[config.mk]
export PLATFORM = sky130hd
export DESIGN_NAME = tone_synth
export DESIGN_NICKNAME = d
export VERILOG_FILES = /design/src/rtl/tone_synth.sv
export SDC_FILE = /design/constraint.sdc
export NUM_CORES = 1
export LEC_CHECK = 0
export CAP_MARGIN = 25
export CELL_PAD_IN_SITES_DETAIL_PLACEMENT = 1
export CELL_PAD_IN_SITES_GLOBAL_PLACEMENT = 1
export CORE_ASPECT_RATIO = 1.75
export CORE_MARGIN = 4
export CORE_UTILIZATION = 50
export DETAILED_ROUTE_END_ITERATION = 10
export GPL_TIMING_DRIVEN = 1
export PLACE_DENSITY_LB_ADDON = 0.08
export REMOVE_ABC_BUFFERS = 1
export SKIP_CTS_REPAIR_TIMING = 1
export SLEW_MARGIN = 15
export SYNTH_ARGS = -nofsm -noshare
export SYNTH_HDL_FRONTEND = slang
export SYNTH_SLANG_ARGS = --single-unit
export TNS_END_PERCENT = 20
[constraint.sdc]
create_clock -name clk -period 9.9 [get_ports clk]
set_clock_uncertainty 0.15 [all_clocks]
set_input_delay 1.98 -clock clk [delete_from_list [all_inputs] [get_ports clk]]
set_output_delay 1.98 -clock clk [all_outputs]
set_load 0.02 [all_outputs]
[src/rtl/tone_synth.sv]
// Multi-channel tone source: per-channel phase accumulators advanced by a
// sample-rate divider, shaped into silence/square/saw/triangle and amplitude scaled.
module tone_synth #(
  parameter int NUM_CH  = 2,
  parameter int DATA_W  = 16,
  parameter int PHASE_W = 24,
  parameter int DIV_W   = 16
) (
  input  logic                      clk,
  input  logic                      aclr,
  input  logic                      enable,
  input  logic [DIV_W-1:0]          sample_div,
  input  logic                      phase_clr,
  input  logic [NUM_CH*PHASE_W-1:0] phase_inc,
  input  logic [NUM_CH*2-1:0]       mode,
  input  logic [NUM_CH*8-1:0]       amp,
  input  logic                      fifo_full,
  input  logic                      overrun_clr,
  output logic                      tone_pcm_rdy,
  output logic [NUM_CH*DATA_W-1:0]  tone_pcm,
  output logic                      overrun
);

  // Write handshake: a sample is offered whenever pending_q is set; it is
  // accepted in any cycle where fifo_full is low at the clock edge, and the
  // accepted word appears on tone_pcm together with a one-cycle tone_pcm_rdy.

  logic [DIV_W-1:0]          div_cnt_q, div_cnt_d;
  logic [NUM_CH*PHASE_W-1:0] phase_q, phase_d;
  logic                      pending_q, pending_d;
  logic                      overrun_q, overrun_d;
  logic                      tone_pcm_rdy_q, tone_pcm_rdy_d;
  logic [NUM_CH*DATA_W-1:0]  tone_pcm_q, tone_pcm_d;
  logic                      tick;
  logic                      write_en;

  function automatic logic [DATA_W-1:0] shape(input logic [DATA_W-1:0] p,
                                              input logic [1:0]        md,
                                              input logic [7:0]        a);
    logic [DATA_W-1:0]        wave;
    logic [DATA_W-1:0]        q;
    logic signed [DATA_W+8:0] wave_x;
    logic signed [DATA_W+8:0] amp_x;
    logic signed [DATA_W+8:0] prod;
    q = {p[DATA_W-2:0], 1'b0};
    if (p[DATA_W-1]) q = ~q;
    case (md)
      2'd0:    wave = '0;
      2'd1:    wave = p[DATA_W-1] ? {1'b1, {(DATA_W-1){1'b0}}} : {1'b0, {(DATA_W-1){1'b1}}};
      2'd2:    wave = {~p[DATA_W-1], p[DATA_W-2:0]};
      default: wave = {~q[DATA_W-1], q[DATA_W-2:0]};
    endcase
    wave_x = {{9{wave[DATA_W-1]}}, wave};
    amp_x  = {{(DATA_W+1){1'b0}}, a};
    prod   = wave_x * amp_x;
    prod   = prod >>> 8;
    return prod[DATA_W-1:0];
  endfunction

  always_comb begin
    tick           = enable && (div_cnt_q == sample_div);
    write_en       = pending_q && !fifo_full;
    div_cnt_d      = (!enable || tick) ? '0 : div_cnt_q + DIV_W'(1);
    phase_d        = phase_q;
    tone_pcm_d     = tone_pcm_q;
    tone_pcm_rdy_d = write_en;
    pending_d      = pending_q;
    overrun_d      = overrun_q;

    // The write samples the pre-tick phase, so a coincident tick just re-arms pending.
    for (int c = 0; c < NUM_CH; c++) begin
      if (phase_clr)
        phase_d[c*PHASE_W +: PHASE_W] = '0;
      else if (tick)
        phase_d[c*PHASE_W +: PHASE_W] = phase_q[c*PHASE_W +: PHASE_W] + phase_inc[c*PHASE_W +: PHASE_W];
      if (write_en)
        tone_pcm_d[c*DATA_W +: DATA_W] = shape(phase_q[c*PHASE_W+PHASE_W-1 -: DATA_W],
                                               mode[c*2 +: 2], amp[c*8 +: 8]);
    end

    if (phase_clr)     pending_d = 1'b0;
    else if (tick)     pending_d = 1'b1;
    else if (write_en) pending_d = 1'b0;

    if (tick && pending_q && !write_en && !phase_clr) overrun_d = 1'b1;
    else if (overrun_clr)                             overrun_d = 1'b0;
  end

  always_ff @(posedge clk or negedge aclr) begin
    if (!aclr) begin
      div_cnt_q      <= '0;
      phase_q        <= '0;
      pending_q      <= 1'b0;
      overrun_q      <= 1'b0;
      tone_pcm_rdy_q <= 1'b0;
      tone_pcm_q     <= '0;
    end else begin
      div_cnt_q      <= div_cnt_d;
      phase_q        <= phase_d;
      pending_q      <= pending_d;
      overrun_q      <= overrun_d;
      tone_pcm_rdy_q <= tone_pcm_rdy_d;
      tone_pcm_q     <= tone_pcm_d;
    end
  end

  assign tone_pcm_rdy = tone_pcm_rdy_q;
  assign tone_pcm     = tone_pcm_q;
  assign overrun      = overrun_q;

endmodule

# Yosys cells after proc, flatten, opt, wreduce, memory -nomap -nowiden
# Cells that the tools add are included.
# totals
reg_bits	99
latch_bits	0
mem_bits_rw	0
romBits	0
inputBits	90
out_inout_bits	34
mem_count	0
# classes
n_addsub	3
multipliers	2
div_mod_pow	0
order_cmp	0
eq_ne	5
shift	0
mux	20
n_bitwise	6
n_reduce_logical	15
# op_table
op	n
$mux W16	9
$mux W24	4
$pmux W16 S3	2
$add A24 B24 Y24	2
$mul A16 B9 Y24	2
$not A16 Y16	2
$add A16 B1 Y16 const B	1
$eq A16 B16 Y1	1
$logic_and A1 B1 Y1	5
$mux W1	5
$eq A2 B1 Y1 const B	2
$eq A2 B2 Y1 const B	2
$logic_not A1 Y1	4
$logic_not A2 Y1	2
$not A1 Y1	4
$reduce_bool A2 Y1	2
$reduce_bool A3 Y1	1
$logic_or A1 B1 Y1	1

# Logic depth before layout (Yosys ltp)
# depth
word_depth	7
ltp_mapped	24
depth_no_buf	24

# Worst setup path after synthesis
# Ideal clock, no wire load.
# synth_timing
kind	input to register
startpoint	input mode[2]
endpoint	register tone_pcm_q[26], in the netlist tone_pcm[26]
arrival_ns	7.292
required_ns	9.617
setup_slack_ns	2.324
stages	23
path_cell_list	buf_4 -> nor2b_1 -> clkbuf_1 -> a22o_1 -> nand2_1 -> fa_1 -> inv_1 -> fa_1 -> inv_1 -> fa_1 -> inv_1 -> fa_1 -> ha_1 -> o211ai_1 -> nor3_1 -> and4_4 -> o31a_1 -> o41a_1 -> a22o_1 -> o21ai_0 -> or3b_2 -> o21ai_0 -> o21ai_0
# synth_via
elab_chain_len	4
elab_cells_between_ends	6
# synth_lines
element	line	rtl
start: declaration	15	input logic [NUM_CH*2-1:0] mode,
$eq A2 B2 Y1, or another cell as far along	47	case (md)
$pmux W16 S3 *	47	
$mux W16 *	76	if (write_en)
$mul A16 B9 Y24 *	55	prod = wave_x * amp_x;
end signal: assignment	103	tone_pcm_q <= tone_pcm_d;
end: declaration	33	logic [NUM_CH*DATA_W-1:0] tone_pcm_q, tone_pcm_d;
# Mark *: on every way between the ends. The rest lies on a longest branch, timed or not. The select of a mux whose other input is x is not followed.
# A chain may end at the register's enable or synchronous reset.

# Worst setup path after layout
# layout_timing
startpoint	input mode[1]
endpoint	register tone_pcm_q[15], in the netlist tone_pcm[15]
# Same word-level chain as after synthesis.

==> key figures <==
Clock tree
  • Clock Tree Buf Depth: 2
  • H-tree levels: 3
  • Clock root buffer: clkbuf_16
  • Clk pin slew, worst setup/hold paths: 0.08 ns
  • CTS buffer count: 9
  • CTS tree: done
  • Worst skew pair latency: 0.40 ns
  • Clock Sinks: 99

Pwr
  • Lkg Pwr: 8.562 nW
  • Peak supply drop: 0.1053 mV
  • Sw Ratio: 43.43%
  • Int Pwr: 1.110 mW
  • Sw power: 0.8520 mW
  • Logic gate share of total power: 58.1%
  • Flop pwr share: 20.7%
  • Power, Total: 1.962 mW
  • Power Dens Cells: 115.0 mW/mm2
  • Clock network power share: 21.1%

Route
  • Detailed Route Iter0 Violations: 421
  • Antenna Nets Post-Route: 0
  • First-pass DRT Iterations: 4
  • DR DRC count: 0
  • Via count: 12.46k
  • Vias per inst: 5.553
  • Final wirelength: 42090 um
  • DR WL/cell: 18.75 um

Finish
  • P&R area growth vs syn: 12.31%
  • Fin nets: 2274
  • Fraction of layout cells with a size suffix above 1: 2.209%
  • Number of fill cells in the layout: 3650

Worst setup path
  • Required time of the worst setup path: 9.99 ns
  • CP cell instances: clkdlybuf4s50_1 > clkinv_1 > nor2_1 > a22o_1 > nand2_1 > fa_1 > fa_1 > inv_1 > fa_1 > inv_1 > fa_1 > inv_1 > ha_1 > a21o_1 > a21oi_1 > o21ai_0 > a21oi_1 > a21o_1 > a31oi_1 > a31o_2 > a21oi_1 > xnor2_1 > o21ai_0
  • Critical Path Start Type: input port
  • Worst path bufs/invs: 5
  • Kind of critical path: in2reg
  • CP startpoint: mode[1]
  • Critical Path End Type: register
  • R2R Setup Slk: 3.30 ns
  • Slowest cell on the critical path: nor2_1
  • CP peak stage delay: 0.78 ns
  • Top delay family on crit path: adder cells
  • Worst r2r path cells: 21
  • R2r endpoint: tone_pcm[26]$_DFFE_PN0P_
  • Critical Path AT: 8.54 ns
  • R2r startpoint: phase_q[47]$_DFFE_PN0P_
  • CP max FO: 18
  • CP dominant cell by count: fa_1

STA
  • RSZ-0062 raised after global routing: false
  • Final Slew Violations: 0
  • Slew of the pin with the lowest slew margin: 0.9088 ns
  • Final hold violation count: 0
  • Fin worst setup slack: 1.447 ns
  • Final setup fails: 0
  • Highest Clock Rate: 118.3 MHz
  • Setup TNS: 0 ns
  • Final min period: 8.453 ns
  • Slew margin rel.: 39.41%
  • Period utilization: 85.38%

Floorplan
  • Core area: 0.03006 mm2
  • DIE AREA: 0.03335 mm2
  • Die height: 238.6 um
  • # IOs: 124
  • Die X: 139.8 um
  • Site Rows: 84
  • Initial Util: 50.54%

Placed design
  • Post-DP HPWL: 34490 um
  • Final RePlAce weighted congestion: 0.8518
  • # port buffers: 123
  • Pre-CTS setup slack: 1.074 ns

Min path
  • Hold Path End: tone_pcm[7]$_DFFE_PN0P_
  • Worst min path class: reg2reg
  • Hold path cells: 2
  • Min-delay src: tone_pcm[7]$_DFFE_PN0P_

Synthesis
  • Most used flip-flop cell after synthesis: dfrtp_1
  • Area share of the largest cell type after synthesis: 26.35%
  • Seq/Total Area, Yosys: 16.31%
  • Synth async-reset ratio: 100.0%
  • Yosys cell types: 64
  • Post-Syn Instances: 1767
  • Largest cells by area after synthesis: fa_1 26%, dfrtp_1 16%, ha_1 11%
  • Mean area per synthesized cell: 8.598 um2
  • Yosys Warn Count: 0
  • #FFs+latches synth: 99
  • Number of synthesized flops with an enable pin: 0
  • Synth area leader: fa_1
  • Cell area after synthesis: 0.01519 mm2

Global routing
  • Initial antenna violation count: 1
  • GR Overflow Total: 0
  • Vias in the first global route: 14.38k
  • Pin count of the biggest net entering global routing: 68
  • GRT Total Usage: 26.33%
  • First-pass GRT wire length: 70520 um

Flow run
  • Max-cap violations: 0

Status
  • Outcome: finished, final reports clean
[area by class of cell]
type,count,area (um2),share of cell area [%]
Clock inverter,7,106.4,0.6233
Timing Repair Buffer,128,1261,7.392
Clock buffer,9,225.2,1.320
Inverter,285,1070,6.270
Sequential cell,99,2477,14.52
Multi-Input combinational cell,1328,11440,67.02
Antenna cell,1,2.502,0.01467
Tap cell,387,484.2,2.838
[power groups by stage]
stage / combinational (mW) / clock (mW) / sequential (mW)
after floorplan: 0.831 / 0 / 0.415
after global placement: 1.10 / 0 / 0.415
after detailed placement: 1.16 / 0 / 0.415
after CTS: 1.17 / 0.428 / 0.407
after global routing: 1.31 / 0.442 / 0.407
final: 1.14 / 0.415 / 0.407
[per-layer routing]
layer / wire (um) / up-vias / global-route usage, %
li1: - / 5794 / -
met1: 14490 / 6348 / 25.43
met2: 24740 / 203 / 54.13
met3: 962 / 115 / 3.243
met4: 1890 / 0 / 11.64
met5: 0 / - / 0
[through the flow]
stage / instances / hold WS, ns / utilization (%) / cell area (um2)
2_1_floorplan: 1712 / 0.3342 / - / 14980
3_3_place_gp: 2227 / 0.3109 / 55.65 / 16730
3_5_place_dp: 2227 / 0.3232 / 55.65 / 16730
4_1_cts: 2243 / 0.3453 / 56.76 / 17060
5_1_grt: 2244 / 0.3705 / 56.76 / 17060
6_report: 2244 / 0.3376 / 56.76 / 17060
[synth_stat cells, types with 16 or more instances]
master and n:
a21o_1 45, a21oi_1 89, a22o_1 26, and2_1 94, clkbuf_1 46, dfrtp_1 99, fa_1 200, ha_1 133
inv_1 282, nand2_1 228, nand3_1 30, nor2_1 123, nor2b_1 19, nor3_1 16, o21ai_0 58, xnor2_1 101
xor2_1 30
[sequential cells by signal, summed over array words and instances, names as in the netlist]
name and flops:
tone_pcm_rdy 1, pending_q 1, tone_pcm 32, phase_q 48, div_cnt_q 16, overrun 1
[cell usage in the layout (no fill, tap or decap), types with 11 or more instances in the layout]
cell type          n
dfrtp_1           99
ha_1             133
inv_1            282
nor3_1            16
xor2_1            30
clkdlybuf4s50_1  121
a21o_1            45
o21bai_1          12
nand2b_1          11
and2_1            94
nand4_1           11
nor2b_1           19
o21ai_0           58
fa_1             200
a21oi_1           89
a22o_1            26
nand3_1           30
xnor2_1          101
nand2_1          227
nor2_1           123
[kinds of logic after synthesis]
logic type                 count (synthesis)  synth area share, %
adders and majority gates                333                37.31
buffers and inverters                    340                8.450
muxes                                     13               0.9224
DFF                                       99                16.31
xor gates and xnor gates                 131                7.552
and+or+nand+nor                          569                17.58
AOI/OAI and AO/OA                        282                11.88
[worst min-delay path, cell delays in order (launching register included)]
cell and delay (ns):
dfrtp_1 0.35, nand2_1 0.05, o21ai_0 0.06
[worst max-delay path by stage]
stage / to / depth (start not counted) / slack (ns)
2_1_floorplan: tone_pcm[26]$_DFFE_PN0P_ / 21 / 2.33
3_3_place_gp: tone_pcm[15]$_DFFE_PN0P_ / 23 / 1.27
3_5_place_dp: tone_pcm[15]$_DFFE_PN0P_ / 23 / 1.07
4_1_cts: tone_pcm[15]$_DFFE_PN0P_ / 23 / 1.47
5_1_grt: tone_pcm[9]$_DFFE_PN0P_ / 23 / 0.98
6_report: tone_pcm[15]$_DFFE_PN0P_ / 23 / 1.45
(Power assumes the default switching activity.)
